===== src/rtl/windup_burst_arbiter.sv =====
// Round-robin arbiter sharing one wind-up pulse source among REQ requesters.
// Each grant loads a burst length, then gates clk_en for exactly that many cycles.
module windup_burst_arbiter #(
    parameter int REQ = 4,
    parameter int BIT = 16
) (
    input  logic               clk_in,
    input  logic               rst,
    input  logic [REQ-1:0]     req,
    input  logic [REQ*BIT-1:0] burst_len,
    output logic [REQ-1:0]     grant,
    output logic [REQ-1:0]     done,
    output logic               wr_en,
    output logic [BIT-1:0]     wind,
    output logic               clk_en,
    output logic               busy,
    output logic [BIT-1:0]     remaining
);
    localparam int PW = (REQ > 1) ? $clog2(REQ) : 1;

    typedef enum logic [1:0] {IDLE, LOAD, RUN, DONE} state_t;

    state_t         state_q, state_d;
    logic [REQ-1:0] grant_q, grant_d;
    logic [PW-1:0]  gidx_q, gidx_d;
    logic [PW-1:0]  ptr_q, ptr_d;
    logic [BIT-1:0] wind_q, wind_d;
    logic [BIT-1:0] rem_q, rem_d;
    logic [PW-1:0]  sel_idx;
    logic [BIT-1:0] sel_len;
    logic           sel_vld;

    // Search descends so the candidate closest after the pointer wins.
    always_comb begin
        int j;
        j       = 0;
        sel_vld = 1'b0;
        sel_idx = '0;
        for (int k = REQ; k >= 1; k--) begin
            j = int'(ptr_q) + k;
            if (j >= REQ) j = j - REQ;
            if (req[PW'(j)]) begin
                sel_vld = 1'b1;
                sel_idx = PW'(j);
            end
        end
    end

    always_comb begin
        sel_len = '0;
        for (int i = 0; i < REQ; i++) begin
            if (sel_idx == PW'(i)) sel_len = burst_len[i*BIT +: BIT];
        end
    end

    always_comb begin
        state_d = state_q;
        grant_d = grant_q;
        gidx_d  = gidx_q;
        ptr_d   = ptr_q;
        wind_d  = wind_q;
        rem_d   = rem_q;
        unique case (state_q)
            IDLE: begin
                if (sel_vld) begin
                    grant_d = REQ'(1) << sel_idx;
                    gidx_d  = sel_idx;
                    wind_d  = sel_len;
                    state_d = (sel_len == '0) ? DONE : LOAD;
                end
            end
            LOAD: begin
                rem_d   = wind_q;
                state_d = RUN;
            end
            RUN: begin
                // Saturate at zero so a corrupted count can never wrap.
                if (rem_q != '0) rem_d = rem_q - BIT'(1);
                if (rem_q <= BIT'(1)) state_d = DONE;
            end
            DONE: begin
                ptr_d   = gidx_q;
                grant_d = '0;
                state_d = IDLE;
            end
            default: state_d = IDLE;
        endcase
    end

    always_ff @(posedge clk_in or posedge rst) begin
        if (rst) begin
            state_q <= IDLE;
            grant_q <= '0;
            gidx_q  <= '0;
            ptr_q   <= PW'(REQ - 1);
            wind_q  <= '0;
            rem_q   <= '0;
        end else begin
            state_q <= state_d;
            grant_q <= grant_d;
            gidx_q  <= gidx_d;
            ptr_q   <= ptr_d;
            wind_q  <= wind_d;
            rem_q   <= rem_d;
        end
    end

    assign grant     = grant_q;
    assign done      = (state_q == DONE) ? grant_q : '0;
    assign wr_en     = (state_q == LOAD);
    assign clk_en    = (state_q == RUN);
    assign busy      = (state_q != IDLE);
    assign wind      = wind_q;
    assign remaining = rem_q;

endmodule


===== config.mk =====
export PLATFORM = sky130hd
export DESIGN_NAME = windup_burst_arbiter
export DESIGN_NICKNAME = d
export VERILOG_FILES = /design/src/rtl/windup_burst_arbiter.sv
export SDC_FILE = /design/constraint.sdc
export NUM_CORES = 1
export LEC_CHECK = 0
export ABC_AREA = 0
export CAP_MARGIN = 20
export CORE_MARGIN = 5
export CORE_UTILIZATION = 43
export DETAILED_ROUTE_END_ITERATION = 12
export MAX_ROUTING_LAYER = met4
export PLACE_DENSITY = 0.86
export RECOVER_POWER = 100
export SYNTH_ARGS = -nofsm -noshare
export SYNTH_HDL_FRONTEND = slang
export SYNTH_SLANG_ARGS = --single-unit

===== constraint.sdc =====
create_clock -name clk_in -period 3.1 [get_ports clk_in]
set_clock_uncertainty 0.15 [all_clocks]
set_input_delay 0.465 -clock clk_in [delete_from_list [all_inputs] [get_ports clk_in]]
set_output_delay 0.465 -clock clk_in [all_outputs]
set_load 0.1 [all_outputs]

## Word-level counts from Yosys, hierarchy flattened

Index checks and enable logic that the tools add are counted.

| word-level totals | value |
|---|---|
| RAM bits | 0 |
| flip-flop bits (word level) | 42 |
| memories | 0 |
| ROM bits | 0 |
| input bits | 70 |
| bits in latches | 0 |

| operators by class | value |
|---|---|
| reductions and logical operators | 11 |
| add/sub/neg operators | 9 |
| shifts and indexed selects | 1 |
| $lt $le $gt $ge | 9 |
| bitwise gates (word level) | 0 |
| div/mod/pow operators | 0 |
| multiplexer cells | 37 |
| eq/ne operators | 9 |
| multipliers | 0 |

Operator list:

| kind | number |
|---|---|
| 2-to-1 mux 16 bit | 5 |
| case mux 16 bit (2 select lines) | 1 |
| 2-to-1 mux 2 bit | 11 |
| less-or-equal comparator 16 x 1 -> 1 bit, second input constant | 1 |
| zero test 16 bit | 1 |
| less-than comparator 2 x 4 -> 1 bit, second input constant | 4 |
| nonzero test 16 bit | 1 |
| subtractor 16 x 1 -> 16 bit, second input constant | 1 |
| 2-to-1 mux 1 bit | 12 |
| greater-or-equal comparator 3 bit, second input constant | 3 |
| binary-select mux 1 bit (select 2 bit) | 4 |
| equality test 2 bit, second input constant | 4 |
| 2-to-1 mux 4 bit | 2 |
| case mux 2 bit (4 select lines) | 1 |
| case mux 4 bit (2 select lines) | 1 |
| AND reduction 2 bit | 4 |
| subtractor 2 x 1 -> 2 bit, second input constant | 4 |
| adder 2 x 2 -> 3 bit, second input constant | 2 |
| nonzero test 2 bit | 3 |
| adder 2 x 3 -> 4 bit, second input constant | 1 |
| equality test 2 x 1 -> 1 bit, second input constant | 2 |
| greater-or-equal comparator 4 x 3 -> 1 bit, second input constant | 1 |
| zero test 2 bit | 2 |
| != test 2 x 1 -> 1 bit, second input constant | 2 |
| other kinds (3) | 3 |

## Depth between registers and ports, before layout

| depth | value |
|---|---|
| word-level depth | 19 |
| gate-level depth with buffers | 9 |
| mapped depth without buffers | 9 |

## Worst setup path after synthesis

Ideal clock, no wire load.

| timing path | value |
|---|---|
| path kind | reg2reg |
| from | reg rem_q[0], in the netlist remaining[0] |
| to | reg rem_q[14], in the netlist remaining[14] |
| path buffers | 0 |
| slack | 0.237 ns |
| setup time | 0.078 ns |
| data required time | 2.872 ns |
| arrival time | 2.635 ns |
| stages on the path, launching flop included | 10 |
| path through | dfrtp_1 -> inv_1 -> ha_1 -> or3b_1 -> nor3_2 -> nand2_1 -> or3_1 -> a21oi_1 -> nor2_1 -> a21oi_1 |

| on the way | value |
|---|---|
| longest elaborated chain between the ends | 3 |

Ends and longest elaborated chain:

| item | RTL line | source |
|---|---|---|
| from (decl) | 28 | `logic [BIT-1:0] rem_q, rem_d;` |
| from (signal assigned) | 104 | `rem_q <= rem_d;` |
| subtractor 16 x 1 -> 16 bit / nonzero test 16 bit (equally long branches) | 78 | `if (rem_q != '0) rem_d = rem_q - BIT'(1);` |
| 2-to-1 mux 16 bit / != test 2 x 1 -> 1 bit (equally long branches) | n/a |  |
| case mux 16 bit (2 select lines) / AND reduction 2 bit (equally long branches) | n/a |  |

Several ways; a longest one is shown, not always the timed one. The select of a mux whose other input is x is not followed.
A chain may end at the register's enable or synchronous reset.

## Worst setup path in the final report

| timing path | value |
|---|---|
| from | reg state_q[0] |
| to | out clk_en |

| on the way | value |
|---|---|
| longest elaborated chain between the ends | 1 |

Ends and longest elaborated chain:

| item | RTL line | source |
|---|---|---|
| from (decl) | 23 | `state_t state_q, state_d;` |
| from (signal assigned) | 99 | `state_q <= state_d;` |
| equality test 2 bit | 111 | `assign clk_en = (state_q == RUN);` |
| to (decl) | 15 | `output logic clk_en,` |

Every way passes these cells.

==> run metrics <==
Detail Placement HPWL ~6.5 mm; # hold bufs at CTS 0; Fin. Hold Viols 0; Initial Util a little over two fifths; Final #Nets 454; Remaining Overflow, GRT 0; Fmax around 350 MHz; syn_area_per_cell approximately 10 um^2; post-cts sizing count 0; instance area at placement 3880 um^2; xor/xnor share of the synthesized area 0%; Post-Route WL between 8 and 9 mm; crit end category output pin; n_diodes 0; IO buf count between 100 and 150; Clk pin slew, worst setup/hold paths roughly 0.09 ns; Synth Area in Adders about 3.2%; Die ar. approximately 8000 um^2; Worst EP arrival approximately 2.2 ns; initial antenna violation count 0; Critical Path RT ~2.5 ns; highest-count cells in the layout ignoring fill and taps 67 x clkdlybuf4s50_1, 40 x dfrtp_1, 39 x clkbuf_1, 25 x a21oi_1; Async SR Flop Fraction 100%; Initial DRC Count roughly 140; CTS tree done; Syn Nets roughly 340; worst min path class flop to flop; synth warn 0; RSZ-0062 raised after global routing no; top_reg_cell synth dfrtp_1; mux cell area share after synthesis 21.2%; gpl congestion 0.890; Clock Sinks 42; GRT Total Usage between 20% and 30%; share of cells above drive strength 1 between 15 and 20%; # rows 29; H-tree levels 2; DR vias/cell 5.76; Layout Cells excl Fill about 460; first-pass GRT wire length ~13 mm; area of the core between 6000 and 7000 um^2; setup_tns 0 ns; CTS Buf Count 5; I/O pin count 113; crit path launch type flop; minimum clock period approximately 2.8 ns; placed cells around 450; Max Slew Vio Count 0; Syn Inst Count roughly 260; DR WL/cell around 18 um; area delta synth->final 40.3%; largest net degree at the start of global routing between 40 and 50; Root Driver clkbuf_8; Final Setup Violations 0; Synth Area in Compound Gates around 15%; chip height approximately 90 um; status completed; Final period util roughly nine tenths; slew margin rel. 21.5%; Hold WS about 0.35 ns; worst skew pair latency about 0.3 ns; DRT Pass-1 Iters 4; CTS max path bufs 2; synthesized cell area 2740 um^2; Final Cell Area 3840 um^2; Netlist cell types between 40 and 50; sequential-to-total area share from yosys stat slightly below 40%; number of synthesized flops with an enable pin 0; vias in the first global route about 2700; path type of the worst setup path flop to output pin; via count around 2600; Slew @ Worst Pin approximately 1.2 ns; detailed-route DRC error count 0; Final ANT Viol Nets 0; CP Max Fanout 29; Die X ~90 um; Setup Buffers After CTS 0; Synth Area in Simple Gates between 10% and 20%; largest family of logic cells by synthesized area multiplexers; max_cap viols 0; Seq cells post-synth 42; most common library cell in the layout ignoring fill and taps clkdlybuf4s50_1
-- state kept, by name (all words and copies together) (netlist names) --
name and cells:
gidx_q 2, grant 4, ptr_q 2, remaining 16, state_q 2, wind 16
-- synthesized netlist by cell type (3+ instances only) --
cell	number	area share, %
dfrtp_1	40	37
a21oi_1	25	4.6
mux2_2	19	7.8
nand2_1	18	2.5
mux4_2	13	11
nor2_1	12	1.6
o21ai_0	12	2.2
clkbuf_1	8	1.1
nor3_1	8	1.5
ha_1	7	3.2
inv_1	7	0.96
nand2b_1	7	1.6
nor4_1	7	1.6
a211oi_1	6	1.6
nand3_1	6	1.1
and2_1	5	1.1
nor2b_1	5	1.1
o22ai_1	5	1.1
a21o_1	4	1.1
buf_2	4	0.73
o211ai_1	3	0.82
o21ai_1	3	0.55
or3_1	3	0.69
or4_1	3	0.82
-- path summary, 6_finish.rpt --
kind                            cells after the start                      from  slack (ns)                   endpoint
worst min-delay path                                2     gidx_q[1]$_DFFE_PP0P_        0.35      gidx_q[1]$_DFFE_PP0P_
min in group asynchronous                           3                       rst        0.77   remaining[9]$_DFFE_PP0P_
max in group asynchronous                           3                       rst        1.40        wind[0]$_DFFE_PP0P_
worst max register to register                      9  remaining[0]$_DFFE_PP0P_        0.41  remaining[10]$_DFFE_PP0P_
worst max-delay path                                4    state_q[0]$_DFFE_PP0P_        0.25                     clk_en
worst min register to register                      2     gidx_q[1]$_DFFE_PP0P_        0.35      gidx_q[1]$_DFFE_PP0P_
-- area by class of cell --
| type | instances | area (um^2) |
|---|---|---|
| Fill cell | 550 | 2440 |
| Sequential cell | 42 | 1050 |
| Inverter | 8 | 30.0 |
| Timing Repair Buffer | 121 | 950 |
| Multi-Input combinational cell | 199 | 1570 |
| Clock buffer | 5 | 68.8 |
| Clock inverter | 3 | 68.8 |
| Tap cell | 77 | 96.3 |
-- critical path, cell delays in order (launching register included) --
cell and delay [ns]:
dfrtp_1 0.42, inv_1 0.15, ha_1 0.54, clkbuf_2 0.56
buf_12 0.25
-- per-stage QoR --
stage / utilization [%] / worst slack (ns)
2_1_floorplan: - / 0.237
3_3_place_gp: 61.9 / 0.116
3_5_place_dp: 61.9 / 0.0165
4_1_cts: 64.1 / 0.334
5_1_grt: 61.2 / 0.0940
6_report: 61.2 / 0.253
-- metal layers --
metal  part of all wire [%]  up-vias  GRT usage (%)  wire, um
li1                       -     1230              -         -
met1                     40     1260           25.3      3260
met2                     50      124           33.7      4020
met3                    8.9        8           5.68       723
met4                    1.3        0           4.91       106
met5                      0        -              -         0
-- cell families (layout without fill, tap and decap cells) --
logic type,count (synthesis),in the layout
AOI/OAI and AO/OA,68,68
adders and majority gates,7,7
buffers and inverters,23,137
DFF,42,42
muxes,36,36
and+or+nand+nor,88,88
Power is not shown: default switching activity piles up to over one toggle a cycle in this logic, so the estimate is an artifact.
